File: src/rtl/wts_timer_pkg.sv
// Register map and control-bit positions shared by the timer block and the bus decoder.
package wts_timer_pkg;

   localparam logic [2:0] REG_PRESCALE = 3'd0;
   localparam logic [2:0] REG_PERIOD1  = 3'd1;
   localparam logic [2:0] REG_PERIOD2  = 3'd2;
   localparam logic [2:0] REG_CTRL     = 3'd3;
   localparam logic [2:0] REG_COUNT1   = 3'd4;
   localparam logic [2:0] REG_COUNT2   = 3'd5;
   localparam logic [2:0] REG_SEQ      = 3'd6;

   localparam int CTRL_T1_RUN     = 0;
   localparam int CTRL_T1_ONESHOT = 1;
   localparam int CTRL_T2_RUN     = 2;
   localparam int CTRL_T2_ONESHOT = 3;

endpackage

File: src/rtl/wts_timer_channel.sv
// One timer channel: down-counter with terminal-count expiry, reload/one-shot and a 2-bit sequence number.
module wts_timer_channel #(
   parameter int TIMER_W = 8
) (
   input  logic               clk,
   input  logic               reset,
   input  logic               base_tick,
   input  logic [TIMER_W-1:0] period,
   input  logic               ctrl_wr,
   input  logic               run_wdata,
   input  logic               oneshot_wdata,
   input  logic               addr_clr,
   output logic [TIMER_W-1:0] cnt,
   output logic               run,
   output logic               oneshot,
   output logic [1:0]         seq_addr,
   output logic               trigger,
   output logic [1:0]         trigger_address
);

   logic expire;

   // A control write in the same cycle takes priority over the terminal count.
   assign expire = base_tick && run && (cnt == '0) && !ctrl_wr;

   always_ff @(posedge clk) begin
      if (reset) begin
         cnt             <= '0;
         run             <= 1'b0;
         oneshot         <= 1'b0;
         seq_addr        <= 2'b00;
         trigger         <= 1'b0;
         trigger_address <= 2'b00;
      end else begin
         trigger         <= expire;
         trigger_address <= expire ? seq_addr : 2'b00;

         if (addr_clr)
            seq_addr <= 2'b00;
         else if (expire)
            seq_addr <= seq_addr + 2'd1;

         if (ctrl_wr) begin
            run     <= run_wdata;
            oneshot <= oneshot_wdata;
            if (run_wdata)
               cnt <= period;
         end else if (base_tick && run) begin
            if (cnt == '0) begin
               if (oneshot)
                  run <= 1'b0;
               else
                  cnt <= period;
            end else begin
               cnt <= cnt - TIMER_W'(1);
            end
         end
      end
   end

endmodule

File: src/rtl/wts_timer_ctrl.sv
// Two-channel timer with a shared tick prescaler and a small register file.
module wts_timer_ctrl
   import wts_timer_pkg::*;
#(
   parameter int TIMER_W = 8
) (
   input  logic       clk,
   input  logic       reset,
   input  logic       tick,
   input  logic       reg_wr,
   input  logic [2:0] reg_addr,
   input  logic [7:0] reg_wdata,
   output logic [7:0] reg_rdata,
   output logic       timer1_trigger,
   output logic       timer2_trigger,
   output logic [1:0] timer1_address,
   output logic [1:0] timer2_address
);

   logic [TIMER_W-1:0] prescale;
   logic [TIMER_W-1:0] period1;
   logic [TIMER_W-1:0] period2;
   logic [TIMER_W-1:0] pre_cnt;
   logic [TIMER_W-1:0] cnt1;
   logic [TIMER_W-1:0] cnt2;
   logic               run1, run2, oneshot1, oneshot2;
   logic [1:0]         seq1, seq2;
   logic               wr_pre, wr_ctrl, wr_seq;
   logic               base_tick;

   assign wr_pre  = reg_wr && (reg_addr == REG_PRESCALE);
   assign wr_ctrl = reg_wr && (reg_addr == REG_CTRL);
   assign wr_seq  = reg_wr && (reg_addr == REG_SEQ);

   // Rewriting the prescaler restarts the phase, so that cycle never produces a base tick.
   assign base_tick = tick && (pre_cnt == prescale) && !wr_pre;

   always_ff @(posedge clk) begin
      if (reset) begin
         prescale <= '0;
         period1  <= '0;
         period2  <= '0;
         pre_cnt  <= '0;
      end else begin
         if (wr_pre)
            prescale <= TIMER_W'(reg_wdata);
         if (reg_wr && (reg_addr == REG_PERIOD1))
            period1 <= TIMER_W'(reg_wdata);
         if (reg_wr && (reg_addr == REG_PERIOD2))
            period2 <= TIMER_W'(reg_wdata);

         if (wr_pre)
            pre_cnt <= '0;
         else if (tick)
            pre_cnt <= (pre_cnt == prescale) ? '0 : pre_cnt + TIMER_W'(1);
      end
   end

   wts_timer_channel #(.TIMER_W(TIMER_W)) u_timer1 (
      .clk             (clk),
      .reset           (reset),
      .base_tick       (base_tick),
      .period          (period1),
      .ctrl_wr         (wr_ctrl),
      .run_wdata       (reg_wdata[CTRL_T1_RUN]),
      .oneshot_wdata   (reg_wdata[CTRL_T1_ONESHOT]),
      .addr_clr        (wr_seq),
      .cnt             (cnt1),
      .run             (run1),
      .oneshot         (oneshot1),
      .seq_addr        (seq1),
      .trigger         (timer1_trigger),
      .trigger_address (timer1_address)
   );

   wts_timer_channel #(.TIMER_W(TIMER_W)) u_timer2 (
      .clk             (clk),
      .reset           (reset),
      .base_tick       (base_tick),
      .period          (period2),
      .ctrl_wr         (wr_ctrl),
      .run_wdata       (reg_wdata[CTRL_T2_RUN]),
      .oneshot_wdata   (reg_wdata[CTRL_T2_ONESHOT]),
      .addr_clr        (wr_seq),
      .cnt             (cnt2),
      .run             (run2),
      .oneshot         (oneshot2),
      .seq_addr        (seq2),
      .trigger         (timer2_trigger),
      .trigger_address (timer2_address)
   );

   always_comb begin
      reg_rdata = 8'h00;
      case (reg_addr)
         REG_PRESCALE: reg_rdata = 8'(prescale);
         REG_PERIOD1:  reg_rdata = 8'(period1);
         REG_PERIOD2:  reg_rdata = 8'(period2);
         REG_CTRL: begin
            reg_rdata[CTRL_T1_RUN]     = run1;
            reg_rdata[CTRL_T1_ONESHOT] = oneshot1;
            reg_rdata[CTRL_T2_RUN]     = run2;
            reg_rdata[CTRL_T2_ONESHOT] = oneshot2;
         end
         REG_COUNT1:   reg_rdata = 8'(cnt1);
         REG_COUNT2:   reg_rdata = 8'(cnt2);
         REG_SEQ:      reg_rdata = {4'b0000, seq2, seq1};
         default:      reg_rdata = 8'h00;
      endcase
   end

endmodule

File: config.mk
export PLATFORM = sky130hd
export DESIGN_NAME = wts_timer_ctrl
export DESIGN_NICKNAME = d
export VERILOG_FILES = /design/src/rtl/wts_timer_pkg.sv /design/src/rtl/wts_timer_channel.sv /design/src/rtl/wts_timer_ctrl.sv
export SDC_FILE = /design/constraint.sdc
export NUM_CORES = 1
export LEC_CHECK = 0
export BUFFER_PORTS_ARGS = -buffer_cell sky130_fd_sc_hd__clkbuf_2
export CORE_MARGIN = 2
export CORE_UTILIZATION = 60
export CTS_BUF_LIST = sky130_fd_sc_hd__clkbuf_8 sky130_fd_sc_hd__clkbuf_16
export DETAILED_ROUTE_END_ITERATION = 12
export PLACE_DENSITY_LB_ADDON = 0.05
export SKIP_CTS_REPAIR_TIMING = 1
export SLEW_MARGIN = 20
export SYNTH_ARGS = -nofsm -noshare
export SYNTH_HDL_FRONTEND = slang
export SYNTH_SLANG_ARGS = --single-unit
export TNS_END_PERCENT = 20
File: constraint.sdc
create_clock -name clk -period 4.4 [get_ports clk]
set_input_delay 0.44 -clock clk [delete_from_list [all_inputs] [get_ports clk]]
set_output_delay 0.44 -clock clk [all_outputs]
set_load 0.005 [all_outputs]
==> impl_metrics.csv, run 1 <==
group,metric,value,unit
finish,fin_nets,455,
yosys,synth.area.mux_share,7.08,%
critical_path,crit_end,"u_timer1.cnt[1]",
floorplan,die-area,6310,um2
yosys,synth.distinct_cells,64,
critical_path,cp.required,4.59,ns
finish,antenna_cells,0,
routing,routed_wl,8.74,mm
routing,routed_via_density,6.16,
grt,grt_pass1_vias,2993,
pwr,p_sw_share,23.7,%
yosys,synthXorXnorAreaFrac,4.62,%
placement,numPortBuffers,28,
floorplan,num_rows,27,
floorplan,initial_core_util,62.0,%
routing,vias,3154,
min_path,hp-class,"in2reg",
finish,syn2layout_area_growth,10.2,%
critical_path,cp_top_family,"simple AND/OR/NAND/NOR gates",
yosys,synth_top_area_share,36.4,%
cts,cts_num_sinks,62,
finish,layout_commonest_cell,"dfxtp_1",
grt,antenna_found_initial,0,
yosys,synth-main-ff-cell,"dfxtp_1",
critical_path,setup.worst_path.start,"u_timer1.cnt[0]",
pwr,power.internal,0.965,mW
timing,finalHoldViolCount,0,
run,max_cap_viol_count,0,
critical_path,crit_chain,"inv_1, ha_1, or3b_2, nor2_8, a21boi_2, a31oi_4, mux2i_1, nor2_1",
cts,clk_latency,0.34,ns
grt,grt_pass1_wl,14.5,mm
critical_path,rrSetupSlack,2.13,ns
yosys,synth_top_family_by_area,"simple AND/OR/NAND/NOR gates",
grt,grt_max_degree,51,
floorplan,coreArea,5510,um2
pwr,powerDensity,336,nW/um2
timing,period_share,51.6,%
timing,max_freq,440,MHz
routing,antenna_left,0,
yosys,avgSynthCellArea,8.16,um2
timing,clock_skew,0.0130,ns
timing,rsz0062_at_grt,"no",
routing,drt_iter0_markers,199,
yosys,synthAdderAreaFrac,1.83,%
timing,setup_viol,0,
yosys,synth_compound_area_share,18.8,%
critical_path,crit_path_end_kind,"flop",
cts,cts_root_buf,"clkbuf_8",
timing,period_needed,2.27,ns
critical_path,r2r_end,"u_timer1.cnt[1]",
cts,clkTransAtPathRegs,0.07,ns
cts,cts_buffer_depth,2,
floorplan,dieHeight,79.4,um
timing,tightest_slew,1.11,ns
yosys,synth_edf_count,0,
yosys,syn_inst,418,
routing,post_drt_wl_per_cell,17.1,um
critical_path,critPathSlowestCell,"or3b_2",
timing,relSlewSlack,25.7,%
yosys,ys_ff_latch,62,
cts,cts_tree,"done",
critical_path,cp_max_fo,13,
pwr,power_frac_comb,7.9,%
critical_path,worstSetupStartpointType,"flop",
timing,drv_slew,0,
yosys,yosysWarnings,0,
finish,layout_common_cells,"62 x dfxtp_1, 61 x nand2_1, 46 x a21oi_1",
critical_path,path_buf_inv,1,
grt,grt_usage,30.1,%
pwr,cellLeakagePower,1.36,nW
cts,cts_buffers,9,
timing,setup_tns,0,ns
yosys,synth_area_leaders,"dfxtp_1 36%, a21oi_1 6.7%, nand2_1 6.7%, nor2_1 4.6%, mux2i_1 4.1%",
critical_path,path_depth,8,
yosys,synth_top_area_cell,"dfxtp_1",
yosys,yosysSeqAreaShare,36.4,%
placement,gp_congestion,0.920,
routing,drc_errors,0,
critical_path,cp.arrival,2.47,ns
grt,gr-total-overflow,0,
pwr,irDropWorstVdd,0.212,mV
yosys,async_reset_ff_share,0,%
placement,place_hpwl,6.21,mm
routing,dr.pass1.iters,6,
finish,drive_above_1_share,15.0,%
yosys,synth-simple-area-share,26.5,%
pwr,seq_power_share,45.7,%
floorplan,io_pins,29,
critical_path,timing.rr.start,"u_timer1.cnt[0]",
yosys,syn_area,3410,um2
pwr,finalPower,1.27,mW
critical_path,max_stage_delay,0.57,ns
critical_path,r2r.worst_path.cells,8,
yosys,syn_nets,438,
pwr,clockPowerShare,46.3,%
floorplan,fp.dieW,79.4,um
critical_path,crit_type,"reg2reg",
run_status,status,"finished, final reports clean",
pwr,switchingPower,0.300,mW
cts,h-tree-depth,3,
-- sequential cells by signal, indices dropped and copies added (netlist names) --
signal and cells:
u_timer1.seq_addr 2, u_timer2.trigger 1, u_timer2.trigger_address 2, pre_cnt 8, u_timer1.cnt 8, period2 8
u_timer1.trigger 1, u_timer2.seq_addr 2, u_timer2.oneshot 1, u_timer1.oneshot 1, u_timer2.run 1, u_timer1.run 1
prescale 8, u_timer2.cnt 8, period1 8, u_timer1.trigger_address 2
-- metal layers --
layer	wire length [um]	track usage, %	part of all wire (%)
met3	569	6.00	6.5
met5	0	0	0
met2	4040	47.9	46
met1	3920	39.4	45
met4	214	14.1	2.4
-- logic make-up (layout without fill, tap and decap cells) --
family          Yosys count  after routing
compound gates          101            101
xor+xnor                 18             18
fa+ha+maj                 5              5
buf+inv                  33             55
flops                    62             62
mux                      19             19
simple gates            180            180
-- metrics by stage --
step	setup WS [ns]	hold slack, ns	util [%]	cells	cell area, um2
2_1_floorplan	2.41	0.435	-	418	3410
4_1_cts	2.15	0.336	68.3	512	3760
3_3_place_gp	2.06	0.451	64.1	496	3530
3_5_place_dp	2.00	0.457	64.1	496	3530
6_report	2.13	0.357	68.3	512	3760
5_1_grt	2.02	0.361	68.3	512	3760
-- how the worst min path moves through the flow --
stage,slack [ns],depth (start not counted),to,startpoint
after floorplan,0.44,2,u_timer1.trigger_address[1],u_timer1.seq_addr[1]
after detailed placement,0.46,2,u_timer1.trigger_address[1],u_timer1.seq_addr[1]
after CTS,0.34,3,prescale[7],reg_wdata[7]
after global routing,0.36,3,period1[5],reg_wdata[5]
after global placement,0.45,2,u_timer1.trigger_address[1],u_timer1.seq_addr[1]
final,0.36,3,prescale[5],reg_wdata[5]
-- synthesized netlist by cell type (all sizes together) (3+ instances only) --
master,count
or2,8
nand2b,4
and2,7
o21ai,24
a22oi,4
nand4,6
or3,4
mux4,4
ha,5
xor2,7
mux2i,14
xnor2,11
and3,3
nor3,13
nor3b,3
buf,11
dfxtp,62
nand3,11
a31oi,5
inv,10
clkbuf,12
nor4,4
a21oi,46
nor2b,6
nand2,62
nor2,44
-- power groups by stage --
stage	Clock, mW	Sequential, mW	Combinational [mW]
6_report	0.586	0.578	0.100
5_1_grt	0.618	0.579	0.110
4_1_cts	0.594	0.578	0.0988
2_1_floorplan	0	0.587	0.0735
3_3_place_gp	0	0.591	0.0965
3_5_place_dp	0	0.591	0.0978
-- layout make-up --
class | instances | area (um2)
clock buffer | 12 | 165
tap | 72 | 90.1
timing repair buffer | 29 | 148
clock inverter | 4 | 68.8
inverter | 10 | 40.0
multi-input combinational | 323 | 2010
sequential | 62 | 1240
fill | 476 | 1750
-- tightest hold or removal path, cell delays in order --
cell,delay [ns]
clkbuf_2,0.11
nand2_1,0.06
a21oi_1,0.05
Note: power is estimated with default switching activity, not from simulation.
==> inputs of run 2 (changes only) <==
==> constraint.sdc (replaced) <==
create_clock -name clk -period 2.2 [get_ports clk]
set_input_delay 0.22 -clock clk [delete_from_list [all_inputs] [get_ports clk]]
set_output_delay 0.22 -clock clk [all_outputs]
set_load 0.005 [all_outputs]
==> run 2 against run 1 <==
Effect of this change: via count is 1.2% lower; non-clock buffer count increased by 19; combinational power is 120% higher; clock skew is 0.0067 ns lower; largest cell class unchanged.
==> impl_metrics.csv, run 2 (synthesis results as in run 1) <==
group,metric,value,unit
run_status,status,"finished, final reports clean",
finish,final_area,3910,um2
finish,fill_cells,466,
grt,grt_pass1_vias,2845,
pwr,finalPower,2.54,mW
critical_path,rrSetupSlack,0.13,ns
floorplan,dieHeight,79.4,um
cts,h-tree-depth,3,
min_path,hp-class,"in2reg",
cts,cts_root_buf,"clkbuf_8",
timing,period_needed,2.07,ns
placement,dpl_cell_area,3670,um2
placement,place_hpwl,6.44,mm
pwr,cellLeakagePower,1.45,nW
timing,drv_slew,0,
routing,drc_errors,0,
grt,grt_pass1_wl,14.1,mm
finish,layout_common_cells,"62 x dfxtp_1, 61 x nand2_1, 46 x a21oi_1",
placement,gp_congestion,0.870,
cts,clkTransAtPathRegs,0.06,ns
critical_path,crit_type,"reg2reg",
pwr,powerDensity,649,nW/um2
placement,pre_cts_slack,0.0613,ns
pwr,switchingPower,0.591,mW
cts,cts_buffer_depth,2,
cts,cts_num_sinks,62,
timing,relSlewSlack,62.3,%
cts,cts_buffers,9,
critical_path,critPathSlowestCell,"dfxtp_1",
timing,hold_slack,0.128,ns
timing,rsz0062_at_grt,"yes",
critical_path,cp_max_fo,14,
timing,clock_skew,0.00630,ns
critical_path,cp_top_family,"compound AO/OA/AOI/OAI gates",
critical_path,r2r_end,"u_timer2.cnt[0]",
floorplan,coreArea,5510,um2
finish,fin_nets,474,
grt,grt_usage,29.6,%
critical_path,cp.required,2.40,ns
placement,numPortBuffers,28,
finish,drive_above_1_share,19.0,%
critical_path,setup.worst_path.start,"u_timer2.cnt[0]",
timing,period_share,93.9,%
pwr,power.internal,1.95,mW
grt,antenna_found_initial,0,
floorplan,io_pins,29,
routing,dr.pass1.iters,5,
finish,layout_commonest_cell,"dfxtp_1",
floorplan,initial_core_util,62.0,%
critical_path,crit_path_end_kind,"flop",
routing,vias,3117,
critical_path,timing.rr.start,"u_timer2.cnt[0]",
routing,routed_via_density,5.87,
critical_path,path_depth,8,
critical_path,r2r.worst_path.cells,8,
routing,routed_wl,8.76,mm
critical_path,cp.arrival,2.27,ns
finish,antenna_cells,0,
finish,fin_util,71.1,%
critical_path,max_stage_delay,0.42,ns
timing,finalHoldViolCount,0,
critical_path,crit_end,"u_timer2.cnt[0]",
grt,gr-total-overflow,0,
floorplan,die-area,6310,um2
pwr,power_frac_comb,8.8,%
timing,tightest_slew,0.560,ns
cts,cts_tree,"done",
timing,worst_slack,0.134,ns
pwr,seq_power_share,45.5,%
routing,antenna_left,0,
pwr,irDropWorstVdd,0.410,mV
critical_path,path_buf_inv,1,
critical_path,crit_chain,"inv_1, ha_1, nor2b_1, and3_1, a21boi_1, a31oi_4, a211oi_1, a211oi_2",
cts,clk_latency,0.34,ns
floorplan,num_rows,27,
run,max_cap_viol_count,0,
timing,setup_viol,0,
pwr,p_sw_share,23.3,%
timing,max_freq,484,MHz
grt,grt_max_degree,50,
finish,syn2layout_area_growth,14.7,%
pwr,clockPowerShare,45.7,%
floorplan,fp.dieW,79.4,um
critical_path,worstSetupStartpointType,"flop",
routing,post_drt_wl_per_cell,16.5,um
routing,drt_iter0_markers,345,
## run 2: worst register-to-register path, cell delays in order, from the launching register on
cell and delay [ns]:
dfxtp_1 0.42, inv_1 0.13, ha_1 0.21, nor2b_1 0.15
and3_1 0.22, a21boi_1 0.24, a31oi_4 0.21, a211oi_1 0.31
a211oi_2 0.05
## run 2: through the flow
| step | TNS (ns) | instances |
|---|---|---|
| floorplan | 0 | 418 |
| global placement | 0 | 515 |
| detailed placement | 0 | 515 |
| CTS | 0 | 531 |
| global route | -0.00488 | 531 |
| finish | 0 | 531 |
## run 2: worst min-delay path by stage
| stage | startpoint | to | slack [ns] | depth (start not counted) |
|---|---|---|---|---|
| detailed placement | u_timer1.seq_addr[1] | u_timer1.trigger_address[1] | 0.48 | 2 |
| finish | reg_wdata[7] | prescale[7] | 0.13 | 3 |
| global placement | u_timer1.seq_addr[1] | u_timer1.trigger_address[1] | 0.46 | 2 |
| floorplan | reset | u_timer2.trigger | 0.31 | 1 |
| CTS | reg_wdata[7] | prescale[7] | 0.12 | 3 |
| global route | reg_wdata[7] | period1[7] | 0.13 | 3 |
## run 2: power groups by stage
stage	combinational [mW]	clock (mW)	sequential, mW
after global routing	0.240	1.23	1.16
after detailed placement	0.219	0	1.18
after floorplan	0.147	0	1.17
after global placement	0.215	0	1.18
final	0.222	1.16	1.16
after CTS	0.221	1.18	1.16
## run 2: cell type report
type | count | area, um2 | share of cell area [%]
clock buffers | 12 | 165 | 4.22
clock inverters | 4 | 68.8 | 1.76
inverters | 10 | 40.0 | 1.02
multi-input cells | 323 | 2020 | 51.6
flip-flops and latches | 62 | 1240 | 31.7
well taps | 72 | 90.1 | 2.30
repair buffers | 48 | 290 | 7.42
## run 2: per-layer routing
layer | wire length, um | GRT usage (%) | up-vias
met5 | 0 | 0 | -
met3 | 574 | 7.01 | 14
met2 | 4160 | 46.3 | 97
li1 | - | - | 1534
met1 | 3860 | 39.7 | 1472
met4 | 163 | 11.9 | 0
==> inputs of run 3 (changes only) <==
--- a/config.mk
+++ b/config.mk
@@ -6,8 +6,9 @@
 export NUM_CORES = 1
 export LEC_CHECK = 0
 export BUFFER_PORTS_ARGS = -buffer_cell sky130_fd_sc_hd__clkbuf_2
+export CORE_ASPECT_RATIO = 0.8
 export CORE_MARGIN = 2
-export CORE_UTILIZATION = 60
+export CORE_UTILIZATION = 45
 export CTS_BUF_LIST = sky130_fd_sc_hd__clkbuf_8 sky130_fd_sc_hd__clkbuf_16
 export DETAILED_ROUTE_END_ITERATION = 12
 export PLACE_DENSITY_LB_ADDON = 0.05
@@ -15,5 +16,6 @@
 export SLEW_MARGIN = 20
 export SYNTH_ARGS = -nofsm -noshare
 export SYNTH_HDL_FRONTEND = slang
+export SYNTH_HIERARCHICAL = 1
 export SYNTH_SLANG_ARGS = --single-unit
 export TNS_END_PERCENT = 20
==> run 3 against run 2 <==
Effect of this change: area after synthesis up 0.70%; critical path depth fell by 1; final cell count rose by 7.0%; cell area is 3.8% higher; non-clock buffer count increased by 11; flip-flop and latch count unchanged; via count up 1.7%; routed wire length is 9.1% higher; register-to-register slack improved by 0.02 ns; utilization decreased by 16 points; setup slack gained 0.021 ns; critical endpoint is now u_timer1/cnt[2]; highest routed layer unchanged.
==> impl_metrics.csv, run 3 <==
group,metric,value,unit
finish,final_area,4060,um2
finish,fill_cells,702,
pwr,power.internal,1.90,mW
floorplan,initial_core_util,46.5,%
timing,tightest_slew,0.410,ns
floorplan,die-area,8350,um2
min_path,hp-class,"in2reg",
yosys,syn_area,3440,um2
cts,cts_buffers,9,
finish,drive_above_1_share,23.5,%
yosys,synth_edf_count,0,
yosys,synth_top_area_share,36.1,%
routing,drt_iter0_markers,261,
critical_path,critPathSlowestCell,"or3b_1",
finish,layout_commonest_cell,"dfxtp_1",
critical_path,crit_type,"reg2reg",
finish,fin_util,54.9,%
yosys,synth_area_leaders,"dfxtp_1 36%, a21oi_1 5.8%, nand2_1 5.8%, nor2_1 5.4%, mux2i_1 4.4%",
pwr,power_frac_comb,11.8,%
finish,antenna_cells,0,
yosys,synth_most_common_cell,"dfxtp_1",
yosys,async_reset_ff_share,0,%
critical_path,rrSetupSlack,0.15,ns
placement,pre_cts_slack,0.0219,ns
pwr,switchingPower,0.652,mW
pwr,seq_power_share,45.4,%
critical_path,cp_max_fo,11,
yosys,synth.distinct_cells,58,
yosys,synth_top_area_cell,"dfxtp_1",
pwr,finalPower,2.56,mW
grt,gr-total-overflow,0,
floorplan,num_rows,28,
yosys,yosys-top-cells-count,"62 x dfxtp_1, 53 x nand2_1, 49 x nor2_1",
routing,dr.pass1.iters,5,
yosys,avgSynthCellArea,8.38,um2
pwr,cellLeakagePower,1.50,nW
run,max_cap_viol_count,0,
floorplan,dieHeight,82.2,um
routing,routed_wl,9.56,mm
routing,vias,3170,
placement,place_hpwl,7.16,mm
critical_path,crit_chain,"inv_1, ha_1, or3b_1, o21ai_4, and2_2, o21ai_0, a21oi_1",
yosys,ys_ff_latch,62,
yosys,yosysWarnings,6,
finish,seq_area,1250,um2
cts,clk_latency,0.35,ns
floorplan,io_pins,29,
critical_path,crit_path_end_kind,"flop",
pwr,p_sw_share,25.5,%
placement,gp_congestion,0.869,
finish,fin_nets,478,
timing,drv_slew,0,
critical_path,cp.arrival,2.32,ns
pwr,clockPowerShare,42.8,%
routing,post_drt_wl_per_cell,16.8,um
pwr,irDropWorstVdd,0.469,mV
yosys,yosysSeqAreaShare,36.1,%
grt,grt_pass1_wl,15.7,mm
yosys,syn_nets,430,
placement,numPortBuffers,28,
critical_path,cp.required,2.47,ns
floorplan,coreArea,7390,um2
finish,layout_common_cells,"58 x dfxtp_1, 52 x nand2_1, 49 x nor2_1",
finish,syn2layout_area_growth,18.2,%
floorplan,fp.dieW,102,um
cts,cts_root_buf,"clkbuf_8",
pwr,powerDensity,630,nW/um2
cts,cts_tree,"done",
grt,grt_max_degree,27,
yosys,syn_inst,410,
critical_path,worstSetupStartpointType,"flop",
critical_path,max_stage_delay,0.51,ns
timing,period_needed,2.05,ns
timing,clock_skew,0.00814,ns
placement,dpl_cell_area,3790,um2
timing,period_share,93.0,%
timing,max_freq,489,MHz
grt,grt_usage,25.1,%
routing,drc_errors,0,
yosys,synth-main-ff-cell,"dfxtp_1",
run_status,status,"finished, final reports clean",
cts,h-tree-depth,3,
finish,multi_input_area,2030,um2
timing,setup_tns,0,ns
cts,cts_num_sinks,62,
cts,clkTransAtPathRegs,0.07,ns
cts,cts_buffer_depth,2,
grt,grt_pass1_vias,2913,
timing,relSlewSlack,72.6,%
routing,routed_via_density,5.58,
timing,worst_slack,0.155,ns
routing,antenna_left,0,
grt,antenna_found_initial,0,
timing,finalHoldViolCount,0,
timing,setup_viol,0,
-- run 3: cell count changes in the layout (fill, tap and decap cells not counted), moves of 5 or more --
cell,previous run,this run
o21ai_0,9,14
a211oi_1,1,6
nor2_1,42,49
a21oi_1,46,40
buf_4,20,31
inv_1,10,16
nand2_1,61,52
o21ai_1,14,3
or2_1,6,0
-- run 3: through the flow --
stage,hold WS [ns],std cells
4_1_cts,0.112,567
3_5_place_dp,0.472,551
2_1_floorplan,0.293,410
3_3_place_gp,0.460,551
5_1_grt,0.146,568
6_report,0.125,568
-- run 3: logic make-up after synthesis --
family                   synth area share, %
AND/OR/NAND/NOR                         24.1
AO/OA/AOI/OAI                           19.1
flip-flops                              36.1
buffers and inverters                   6.01
multiplexers                            7.98
XOR/XNOR                                4.84
adder cells (fa/ha/maj)                 1.82
-- run 3: layout make-up --
type,instances,share of cell area (%)
Multi-Input combinational cell,310,50.0
Sequential cell,62,30.7
Timing Repair Buffer,59,9.18
Clock buffer,13,4.41
Tap cell,105,3.24
Inverter,16,1.48
Clock inverter,3,0.986
-- run 3: layer usage --
metal	routed length, um	vias to the layer above	global-route usage (%)
li1	-	1554	-
met1	4670	1501	36.6
met2	4190	104	36.4
met3	597	11	6.65
met4	99	0	6.76
met5	0	-	0
-- run 3: power groups by stage --
stage / registers [mW] / logic [mW] / clock network [mW]
after floorplan: 1.18 / 0.206 / 0
after global placement: 1.19 / 0.290 / 0
after detailed placement: 1.19 / 0.290 / 0
after CTS: 1.16 / 0.291 / 1.12
after global routing: 1.16 / 0.332 / 1.17
final: 1.16 / 0.301 / 1.09
-- run 3: worst max-delay path, delay by kind of cell (launching register included) --
family                     cells  cell delay (ns)
buffers and inverters          1             0.10
AOI/OAI and AO/OA              3             0.62
and+or+nand+nor                2             0.71
DFF                            1             0.32
adders and majority gates      1             0.23
-- run 3: path summary, 6_finish.rpt --
| path | startpoint | endpoint | cells after the start |
|---|---|---|---|
| worst max-delay path | u_timer1/cnt[0] | u_timer1/cnt[2] | 7 |
| worst min-delay path | reg_wdata[7] | period1[7] | 3 |
| worst max register to register | u_timer1/cnt[0] | u_timer1/cnt[2] | 7 |
| worst min register to register | period1[3] | period1[3] | 2 |
